==> config.mk <==
export PLATFORM = sky130hd
export DESIGN_NAME = iter_alu
export DESIGN_NICKNAME = d
export VERILOG_FILES = /design/src/rtl/alu_pkg.sv /design/src/rtl/alu_comb.sv /design/src/rtl/iter_alu.sv
export SDC_FILE = /design/constraint.sdc
export NUM_CORES = 1
export LEC_CHECK = 0
export ABC_AREA = 1
export ABC_CLOCK_PERIOD_IN_PS = 7700
export CORE_ASPECT_RATIO = 1.25
export CORE_MARGIN = 2
export CORE_UTILIZATION = 42
export CTS_CLUSTER_DIAMETER = 50
export DETAILED_ROUTE_END_ITERATION = 6
export SYNTH_ARGS = -nofsm -noshare
export SYNTH_HDL_FRONTEND = slang
export SYNTH_SLANG_ARGS = --single-unit
==> constraint.sdc <==
create_clock -name clk -period 7.7 [get_ports clk]
set_clock_uncertainty 0.1 [all_clocks]
set_input_delay 1.54 -clock clk [delete_from_list [all_inputs] [get_ports clk]]
set_output_delay 1.54 -clock clk [all_outputs]
set_load 0.1 [all_outputs]
==> src/rtl/alu_pkg.sv <==
// Shared encodings for the iterative ALU: funct3 base/M op codes and FSM states.
// Latency: n/a (types only).
// Backpressure: n/a.
package alu_pkg;

  // Base integer ops; bit3 of raw_alu_operation turns ADD into SUB and SRL into SRA.
  typedef enum logic [2:0] {
    F3_ADD  = 3'd0,
    F3_SLL  = 3'd1,
    F3_SLT  = 3'd2,
    F3_SLTU = 3'd3,
    F3_XOR  = 3'd4,
    F3_SR   = 3'd5,
    F3_OR   = 3'd6,
    F3_AND  = 3'd7
  } base_op_e;

  // M-extension ops (bit3 ignored).
  typedef enum logic [2:0] {
    OP_MUL    = 3'd0,
    OP_MULH   = 3'd1,
    OP_MULHSU = 3'd2,
    OP_MULHU  = 3'd3,
    OP_DIV    = 3'd4,
    OP_DIVU   = 3'd5,
    OP_REM    = 3'd6,
    OP_REMU   = 3'd7
  } m_op_e;

  typedef enum logic [1:0] {
    IDLE = 2'd0,
    MUL  = 2'd1,
    DIV  = 2'd2,
    DONE = 2'd3
  } state_e;

endpackage

==> src/rtl/alu_comb.sv <==
// Combinational base integer ops (ADD/SUB, shifts, compares, logic).
// Latency: 0 cycles. Backpressure: none, pure function of inputs.
// Ports: a, b operands; op[2:0] funct3, op[3] SUB/SRA modifier; y result.
module alu_comb
  import alu_pkg::*;
#(
  parameter int WORD_SIZE = 32
) (
  input  logic [WORD_SIZE-1:0] a,
  input  logic [WORD_SIZE-1:0] b,
  input  logic [3:0]           op,
  output logic [WORD_SIZE-1:0] y
);

  localparam int SW = $clog2(WORD_SIZE);

  // Only the low log2(WORD_SIZE) bits of b shift; upper bits are ignored.
  logic [SW-1:0] shamt;
  assign shamt = b[SW-1:0];

  always_comb begin
    y = '0;
    case (base_op_e'(op[2:0]))
      F3_ADD:  y = op[3] ? (a - b) : (a + b);
      F3_SLL:  y = a << shamt;
      F3_SLT:  y = {{(WORD_SIZE-1){1'b0}}, ($signed(a) < $signed(b))};
      F3_SLTU: y = {{(WORD_SIZE-1){1'b0}}, (a < b)};
      F3_XOR:  y = a ^ b;
      F3_SR: begin
        // Kept as separate statements so the arithmetic shift keeps its signed context.
        if (op[3]) y = $signed(a) >>> shamt;
        else       y = a >> shamt;
      end
      F3_OR:   y = a | b;
      F3_AND:  y = a & b;
      default: y = '0;
    endcase
  end

endmodule

==> src/rtl/iter_alu.sv <==
// Iterative ALU: 1-cycle base ops, bit-serial shift-add multiply and restoring divide.
// Latency: base ops and div-by-zero/overflow 1 cycle; MUL*/DIV* WORD_SIZE+1 cycles.
// Backpressure: result held in DONE until out_ready; in_ready only in IDLE (one op in flight).
// Ports: clk, reset (async, active-high); in_valid/in_ready request handshake with
//        a, b, raw_alu_operation, muldiv; out_valid/out_ready result handshake with out.
module iter_alu
  import alu_pkg::*;
#(
  parameter int WORD_SIZE = 32
) (
  input  logic                 clk,
  input  logic                 reset,
  input  logic                 in_valid,
  output logic                 in_ready,
  input  logic [WORD_SIZE-1:0] a,
  input  logic [WORD_SIZE-1:0] b,
  input  logic [3:0]           raw_alu_operation,
  input  logic                 muldiv,
  output logic                 out_valid,
  input  logic                 out_ready,
  output logic [WORD_SIZE-1:0] out
);

  localparam int W  = WORD_SIZE;
  localparam int CW = $clog2(W);

  state_e              state, state_nxt;
  m_op_e               mop;          // latched M op
  logic                sgn_q;        // product / quotient negative
  logic                sgn_a;        // remainder negative (follows dividend)
  logic [W-1:0]        opnd;         // multiplicand or divisor magnitude
  logic [2*W-1:0]      acc;          // {hi, lo}: product, or {remainder, quotient}
  logic [CW-1:0]       cnt;
  logic [W-1:0]        res;

  // ---------------- request decode ----------------
  m_op_e        m_op;
  logic         accept, is_div, a_signed, b_signed, sa, sb;
  logic         div_zero, ovf, special;
  logic [W-1:0] mag_a, mag_b, spec_val, base_y;

  assign m_op   = m_op_e'(raw_alu_operation[2:0]);
  assign accept = in_valid & in_ready;
  assign is_div = muldiv & raw_alu_operation[2];

  assign a_signed = muldiv & (m_op == OP_MUL || m_op == OP_MULH || m_op == OP_MULHSU ||
                              m_op == OP_DIV || m_op == OP_REM);
  assign b_signed = muldiv & (m_op == OP_MUL || m_op == OP_MULH ||
                              m_op == OP_DIV || m_op == OP_REM);
  assign sa    = a_signed & a[W-1];
  assign sb    = b_signed & b[W-1];
  // Most-negative value maps to itself, which is the correct unsigned magnitude.
  assign mag_a = sa ? -a : a;
  assign mag_b = sb ? -b : b;

  assign div_zero = is_div & (b == '0);
  assign ovf      = is_div & (m_op == OP_DIV || m_op == OP_REM) &
                    (a == {1'b1, {(W-1){1'b0}}}) & (b == '1);
  assign special  = div_zero | ovf;
  // bit1 of the M op separates REM/REMU (6,7) from DIV/DIVU (4,5).
  assign spec_val = div_zero ? (raw_alu_operation[1] ? a : '1)
                             : (raw_alu_operation[1] ? '0 : a);

  alu_comb #(.WORD_SIZE(W)) u_alu_comb (
    .a  (a),
    .b  (b),
    .op (raw_alu_operation),
    .y  (base_y)
  );

  // ---------------- FSM ----------------
  logic last;
  assign last = (cnt == CW'(W - 1));

  always_ff @(posedge clk or posedge reset) begin
    if (reset) state <= IDLE;
    else       state <= state_nxt;
  end

  always_comb begin
    state_nxt = state;
    in_ready  = 1'b0;
    out_valid = 1'b0;
    case (state)
      IDLE: begin
        in_ready = 1'b1;
        if (in_valid) begin
          if (!muldiv || special) state_nxt = DONE;
          else if (is_div)        state_nxt = DIV;
          else                    state_nxt = MUL;
        end
      end
      MUL, DIV: begin
        if (last) state_nxt = DONE;
      end
      DONE: begin
        out_valid = 1'b1;
        if (out_ready) state_nxt = IDLE;
      end
      default: state_nxt = IDLE;
    endcase
  end

  // ---------------- shared W+1-bit adder ----------------
  // Multiply: hi + multiplicand. Divide: {rem, next dividend bit} - divisor,
  // where the carry out (bit W+1) means no borrow, i.e. the trial subtract fits.
  logic [W:0]   add_x, add_y;
  logic         add_ci;
  logic [W+1:0] add_s;

  always_comb begin
    add_x  = {1'b0, acc[2*W-1:W]};
    add_y  = {1'b0, opnd};
    add_ci = 1'b0;
    if (state == DIV) begin
      add_x  = acc[2*W-1:W-1];
      add_y  = ~{1'b0, opnd};
      add_ci = 1'b1;
    end
    add_s = {1'b0, add_x} + {1'b0, add_y} + {{(W+1){1'b0}}, add_ci};
  end

  // ---------------- one iteration step + final sign fix ----------------
  logic [2*W-1:0] step, step_fix;
  logic           sel_hi;

  always_comb begin
    step = acc;
    if (state == DIV) begin
      if (add_s[W+1]) step = {add_s[W-1:0], acc[W-2:0], 1'b1};
      else            step = {acc[2*W-2:0], 1'b0};
    end else begin
      if (acc[0]) step = {add_s[W:0], acc[W-1:1]};
      else        step = {1'b0, acc[2*W-1:1]};
    end

    step_fix = step;
    if (last) begin
      if (state == DIV) begin
        if (sgn_q) step_fix[W-1:0]   = -step[W-1:0];
        if (sgn_a) step_fix[2*W-1:W] = -step[2*W-1:W];
      end else if (sgn_q) begin
        step_fix = -step;
      end
    end

    // MUL takes the low word, MULH* the high; DIV/DIVU the quotient, REM/REMU the remainder.
    sel_hi = (state == DIV) ? mop[1] : (mop != OP_MUL);
  end

  // ---------------- datapath registers ----------------
  always_ff @(posedge clk or posedge reset) begin
    if (reset) begin
      mop   <= OP_MUL;
      sgn_q <= 1'b0;
      sgn_a <= 1'b0;
      opnd  <= '0;
      acc   <= '0;
      cnt   <= '0;
      res   <= '0;
    end else begin
      case (state)
        IDLE: begin
          if (accept) begin
            mop   <= m_op;
            sgn_q <= sa ^ sb;
            sgn_a <= sa;
            cnt   <= '0;
            if (!muldiv) begin
              res <= base_y;
            end else if (special) begin
              res <= spec_val;
            end else if (is_div) begin
              opnd <= mag_b;
              acc  <= {{W{1'b0}}, mag_a};
            end else begin
              opnd <= mag_a;
              acc  <= {{W{1'b0}}, mag_b};
            end
          end
        end
        MUL, DIV: begin
          cnt <= cnt + 1'b1;
          acc <= step_fix;
          if (last) res <= sel_hi ? step_fix[2*W-1:W] : step_fix[W-1:0];
        end
        default: ;
      endcase
    end
  end

  assign out = res;

endmodule

# After elaboration in Yosys (flattened, before gate mapping)

Index checks and enable logic that the tools add are counted.

Add/sub/neg operators: 10
$lt $le $gt $ge: 2
Equal/unequal tests: 20
Shift operators: 3
Muxes and demuxes: 42
Bitwise logic cells: 17
Reductions and logical operators: 21

Operators with widths:

| cell                   | count |
|---|---|
| $mux W64               | 9 |
| $mux W32               | 16 |
| $pmux W32 S8           | 1 |
| $neg A32 Y32           | 4 |
| $pmux W64 S2           | 1 |
| $mux W33               | 2 |
| $eq A32 B32 Y1 const B | 2 |
| $lt A32 B32 Y1         | 2 |
| $neg A64 Y64           | 1 |
| $pmux W32 S2           | 1 |
| $add A33 B33 Y34       | 1 |
| $add A34 B1 Y34        | 1 |
| $not A32 Y33           | 1 |
| $add A32 B32 Y32       | 1 |
| $and A32 B32 Y32       | 1 |
| $logic_not A32 Y1      | 1 |
| $or A32 B32 Y32        | 1 |
| $shl A32 B5 Y32        | 1 |
| $shr A32 B5 Y32        | 1 |
| $sshr A32 B5 Y32       | 1 |
| $sub A32 B32 Y32       | 1 |
| $xor A32 B32 Y32       | 1 |
| $eq A3 B3 Y1 const B   | 4 |
| $ne A2 B2 Y1 const B   | 6 |
| other kinds (26)       | 54 |

Register bits after elaboration: 140
Output and inout port bits: 34

# Longest topological paths before layout

Depth after elaboration: 13
Gate-level depth with buffers: 44
Depth with buffers taken out: 38

# Hierarchy

From an unflattened synthesis, not the netlist that was laid out.

Cells, all modules: 4922
Area total of the unflattened synthesis: 26336.5 um^2

Modules (own cells, without submodules):

| module   | times used | cells an instance | area each (um^2) |
|---|---|---|---|
| iter_alu | 1          | 2918              | 16662.2 |
| alu_comb | 1          | 2004              | 9674.3 |

# Least setup slack after synthesis

OpenSTA, ideal clock, no wires.

Path type: register -> register
From: register state[0]
To: register res[28] (netlist: out[28])
Data arrival time: 5395 ps
Data required time: 7480 ps
Path slack: 2086 ps
Cell stages (with the launch flop): 44
Buffers on the path: 8
Period minus slack after synthesis: 5614 ps
Path through: dfrtp_1 inv_1 ha_1 buf_6 buf_6 buf_2 buf_2 buf_1 buf_2 buf_1 clkbuf_1 o21ai_0 ha_1 nand2_1 inv_1 nand2_1 nand2_1 inv_2 [... 8 more ...] ha_1 nand2_1 nor2_1 nand4_2 nor3_2 nand3_1 nor2_2 nand2_1 o21ai_2 nand2_1 nor2_2 nand2_1 nand3_1 nand3_1 nand2_1 nand2_1 nand2_1 nand2_1

Longest elaborated chain between the ends: 13

Ends and longest elaborated chain:

| element                              | line                             | source |
|---|---|---|
| start: declaration                   | iter_alu.sv:27                   | `state_e state, state_nxt;` |
| start signal: assignment             | iter_alu.sv:77                   | `else state <= state_nxt;` |
| $eq A2 B2 Y1                         | n/a                              |  |
| $mux W33                             | iter_alu.sv:115                  | `if (state == DIV) begin` |
| $add A33 B33 Y34                     | iter_alu.sv:120                  | `add_s = {1'b0, add_x} + {1'b0, add_y} + {{(W+1){1'b0}}, add_ci};` |
| $add A34 B1 Y34                      | iter_alu.sv:120                  |  |
| $mux W64, on equally long branches   | iter_alu.sv:130, iter_alu.sv:133 |  |
| $mux W64                             | iter_alu.sv:129                  | `if (state == DIV) begin` |
| $neg A64 Y64 (tied with other cells) | iter_alu.sv:143                  | `step_fix = -step;` |
| $mux W64 (tied with other cells)     | iter_alu.sv:142                  | `end else if (sgn_q) begin` |
| $mux W64                             | iter_alu.sv:139                  | `if (state == DIV) begin` |
| $mux W64                             | iter_alu.sv:138                  | `if (last) begin` |
| $mux W32 (2 in series)               | iter_alu.sv:185                  | `if (last) res <= sel_hi ? step_fix[2*W-1:W] : step_fix[W-1:0];` |
| $pmux W32 S2                         | iter_alu.sv:162                  | `case (state)` |
| end signal: assignment               | iter_alu.sv:170                  | `res <= base_y;` |
| end signal: assignment               | iter_alu.sv:172                  | `res <= spec_val;` |
| end signal: assignment               | iter_alu.sv:185                  |  |
| end: declaration                     | iter_alu.sv:34                   | `logic [W-1:0] res;` |

Parallel ways exist; a longest one is shown, timed or not. The select of a mux whose other input is x is not followed.
A chain may end at the register's enable or synchronous reset.

# Worst setup path in the final report

From: register state[0]
To: register res[2] (netlist: out[2])

The elaborated chain is that of the path after synthesis.

==> metrics.cfg <==
[sta]
setup_violations = 0
hold_ws_ns = 0.389
timing.slew.headroom_pct = -0.0756
final.setup.tns_ns = 0
worst_slew_pin_slew_ns = 1.49
post-route-period-util_pct = 88.8
fmaxAchievable_ghz = 0.146
time_the_worst_path_needs_with_i_o_delays_and_setup_ns = 6.84
timing_max_transition_violations_final = 1
number_of_failing_hold_endpoints_at_the_final_stage = 0
setup_repair_after_global_routing_missed_its_margin = false

[floorplan]
initial_core_util_pct = 42.6
placementRows = 99
fp.dieArea_mm2 = 0.0615
core_area_mm2 = 0.0586
floorplan.die.height_um = 277
die_x_um = 222
ioPinCount = 107

[grt]
first_global_vias = 30200
grt_most_used_layer = met2
grt_start_max_net_pins = 83
grt_pass1_wl_um = 202000
grtUsageMet1_pct = 48.1
grt_use_total_pct = 44.6
gr-total-overflow = 0
grt_antenna_before_repair = 2
grt_util_met2_pct = 73.5
grt.met3_usage_pct = 6.71

[cells_and_area]
insertedDiodeCount = 0
layout.cells.most_common = sky130_fd_sc_hd__nand2_1
drive_above_1_share_pct = 5.42
syn_to_final_growth_pct = 9.45
layout.cells.most_common_list = sky130_fd_sc_hd__nand2_1, sky130_fd_sc_hd__inv_1, sky130_fd_sc_hd__o21ai_0, sky130_fd_sc_hd__nor2_1, sky130_fd_sc_hd__a21oi_1
final_net_count = 4705

[detailed_routing]
routed_wire_length_per_instance_um = 26.6
vias = 31400
via_per_inst = 5.97
drt_wl_total_um = 140000
drt_iter0_drc = 3341
final_antenna_net_count = 0
detailedRoute.firstPassIterationCount = 6
route.detailed.drc = 0

[critical_path]
cpPeakStageDelay_ns = 0.58
path_delay_family = simple AND/OR/NAND/NOR gates
setup.worst_path.start = state[0]$_DFFE_PP0P_
worst-setup-path-type = flip-flop to flip-flop
timing.critical_path.arrival_ns = 7.05
critPathCaptureType = flip-flop
critical_path.max_fanout = 75
crit_path_frequent_cell = sky130_fd_sc_hd__nand2_1
setup.worst_path.start_class = flip-flop
r2r-start = state[0]$_DFFE_PP0P_
required_time_of_the_critical_path_ns = 7.91
cp.buffers_inverters = 5
cpMaxStageDelayCell = sky130_fd_sc_hd__ha_4

[clock_network]
insertion_delay_ns = 0.47
number_of_clock_sinks_seen_by_cts = 140
tritoncts = yes
hold_buffers = 0
cts_inserted_buffers = 17
cts_buffer_depth = 2
cts_root_buffer = sky130_fd_sc_hd__clkbuf_16
number_of_levels_in_the_clock_h_tree = 4
clk_transition_reported_paths_ns = 0.08
post_cts_resize_count = 0
cts.repair_timing.setup_buffer_count = 0

[synthesis]
leading_area_contributor_after_synthesis = sky130_fd_sc_hd__nand2_1
top_reg_cell_synth = sky130_fd_sc_hd__dfrtp_1
synth-async-reset-ratio_pct = 100
synth_nets = 4712
synth.yosys.warnings = 0
postSynthAreaPerCell_um2 = 5.55
postSynthRegisterBits = 140
syn_area_mm2 = 0.0250
cells_after_synthesis = 4498
synth_top_area_share_pct = 21.0
synth_enable_flop_cells = 0
synthTopCellsByArea = sky130_fd_sc_hd__nand2_1, sky130_fd_sc_hd__dfrtp_1, sky130_fd_sc_hd__o21ai_0
synth.yosys.seq_area_share_pct = 14.0
netlist-cell-type-count = 66

[hold_path]
worst_hold_startpoint = mop[2]$_DFFE_PP0P_
holdCritPathClass = flip-flop to flip-flop

[place]
place.port_buffers = 106
gp_congestion = 1.13
hpwlAfterDp_um = 112000

[power]
static_leakage_power_nw = 13.7
power.density_mw_per_mm2 = 480
irDropWorstVdd_mv = 0.368

[run]
max-cap-violations = 1

[run_status]
failed_checks = capacitance limit, slew limit
status = finished, violations left

tightest hold or removal path, cell delays in order (launching register included):
cell	delay [ns]
sky130_fd_sc_hd__dfrtp_1	0.35
sky130_fd_sc_hd__nand2_1	0.05
sky130_fd_sc_hd__o21ai_0	0.06
flip-flops by register name (all words and copies together) (netlist names):
signal,cells
acc,64
state,2
cnt,5
sgn_a,1
mop,3
opnd,32
out,32
sgn_q,1
logic make-up after synthesis:
| group | synth area share, % |
|---|---|
| buffers and inverters | 12.2 |
| DFF | 14.0 |
| AOI/OAI and AO/OA | 22.9 |
| xor gates and xnor gates | 5.43 |
| adders and majority gates | 7.15 |
| muxes | 0.681 |
| and+or+nand+nor | 37.7 |
cells in the mapped netlist, drive strengths merged (2+ instances only):
cell	number
o221ai	12
a211oi	8
a22o	7
o21ai	484
or2	29
o21bai	10
a21o	3
o22a	2
xor2	139
clkbuf	153
o22ai	30
ha	138
nor2	419
clkinv	6
o2111ai	6
o21a	9
o31ai	9
nand2	1410
nor4	16
o311ai	7
dfrtp	140
a2111oi	2
mux2i	17
nand3	254
a22oi	3
a41oi	2
buf	65
a2bb2oi	4
xnor2	16
nand3b	13
o211ai	56
inv	552
and2	11
a21oi	317
a21boi	17
a221oi	9
nand4	49
nor3	49
fa	3
a31oi	18
routing by layer:
metal	vias up	part of all wire, %
met3	544	6.8
met4	2	12
li1	14600	-
met2	1530	45
met5	-	0.012
met1	14700	36
cell type report:
type	count	area (um^2)
Timing Repair Buffer	192	1710
Fill cell	6576	31200
Sequential cell	140	3500
Inverter	558	2100
Clock buffer	17	425
Clock inverter	15	186
Multi-Input combinational cell	3582	18500
Tap cell	757	947
path summary, 6_finish.rpt:
kind	cells past startpoint	end	slack (ns)
min in group asynchronous	2	opnd[6]$_DFFE_PP0P_	1.47
worst min register to register	2	mop[2]$_DFFE_PP0P_	0.39
max in group asynchronous	3	acc[63]$_DFFE_PP0P_	4.58
worst max-delay path	32	out[2]$_DFFE_PP0P_	0.86
worst max register to register	32	out[2]$_DFFE_PP0P_	0.86
worst min-delay path	2	mop[2]$_DFFE_PP0P_	0.39
stage by stage:
| step | std cells | power (W) | worst slack (ns) | area [um^2] | util, % |
|---|---|---|---|---|---|
| floorplan | 4498 | 0.00840 | 2.09 | 25000 | - |
| global placement | 5229 | 0.0118 | 1.13 | 26700 | 45.6 |
| detailed placement | 5229 | 0.0118 | 1.08 | 26700 | 45.6 |
| CTS | 5261 | 0.0127 | 1.05 | 27300 | 46.7 |
| global route | 5261 | 0.0140 | 0.515 | 27300 | 46.7 |
| finish | 5261 | 0.0131 | 0.864 | 27300 | 46.7 |
where the power goes:
part / internal (W) / switching (W)
Combinational: 0.00283 / 0.00797
Clock: 0.000440 / 0.000426
Sequential: 0.00109 / 0.000343
Total: 0.00437 / 0.00874
Power figures use the tool's default switching activity.
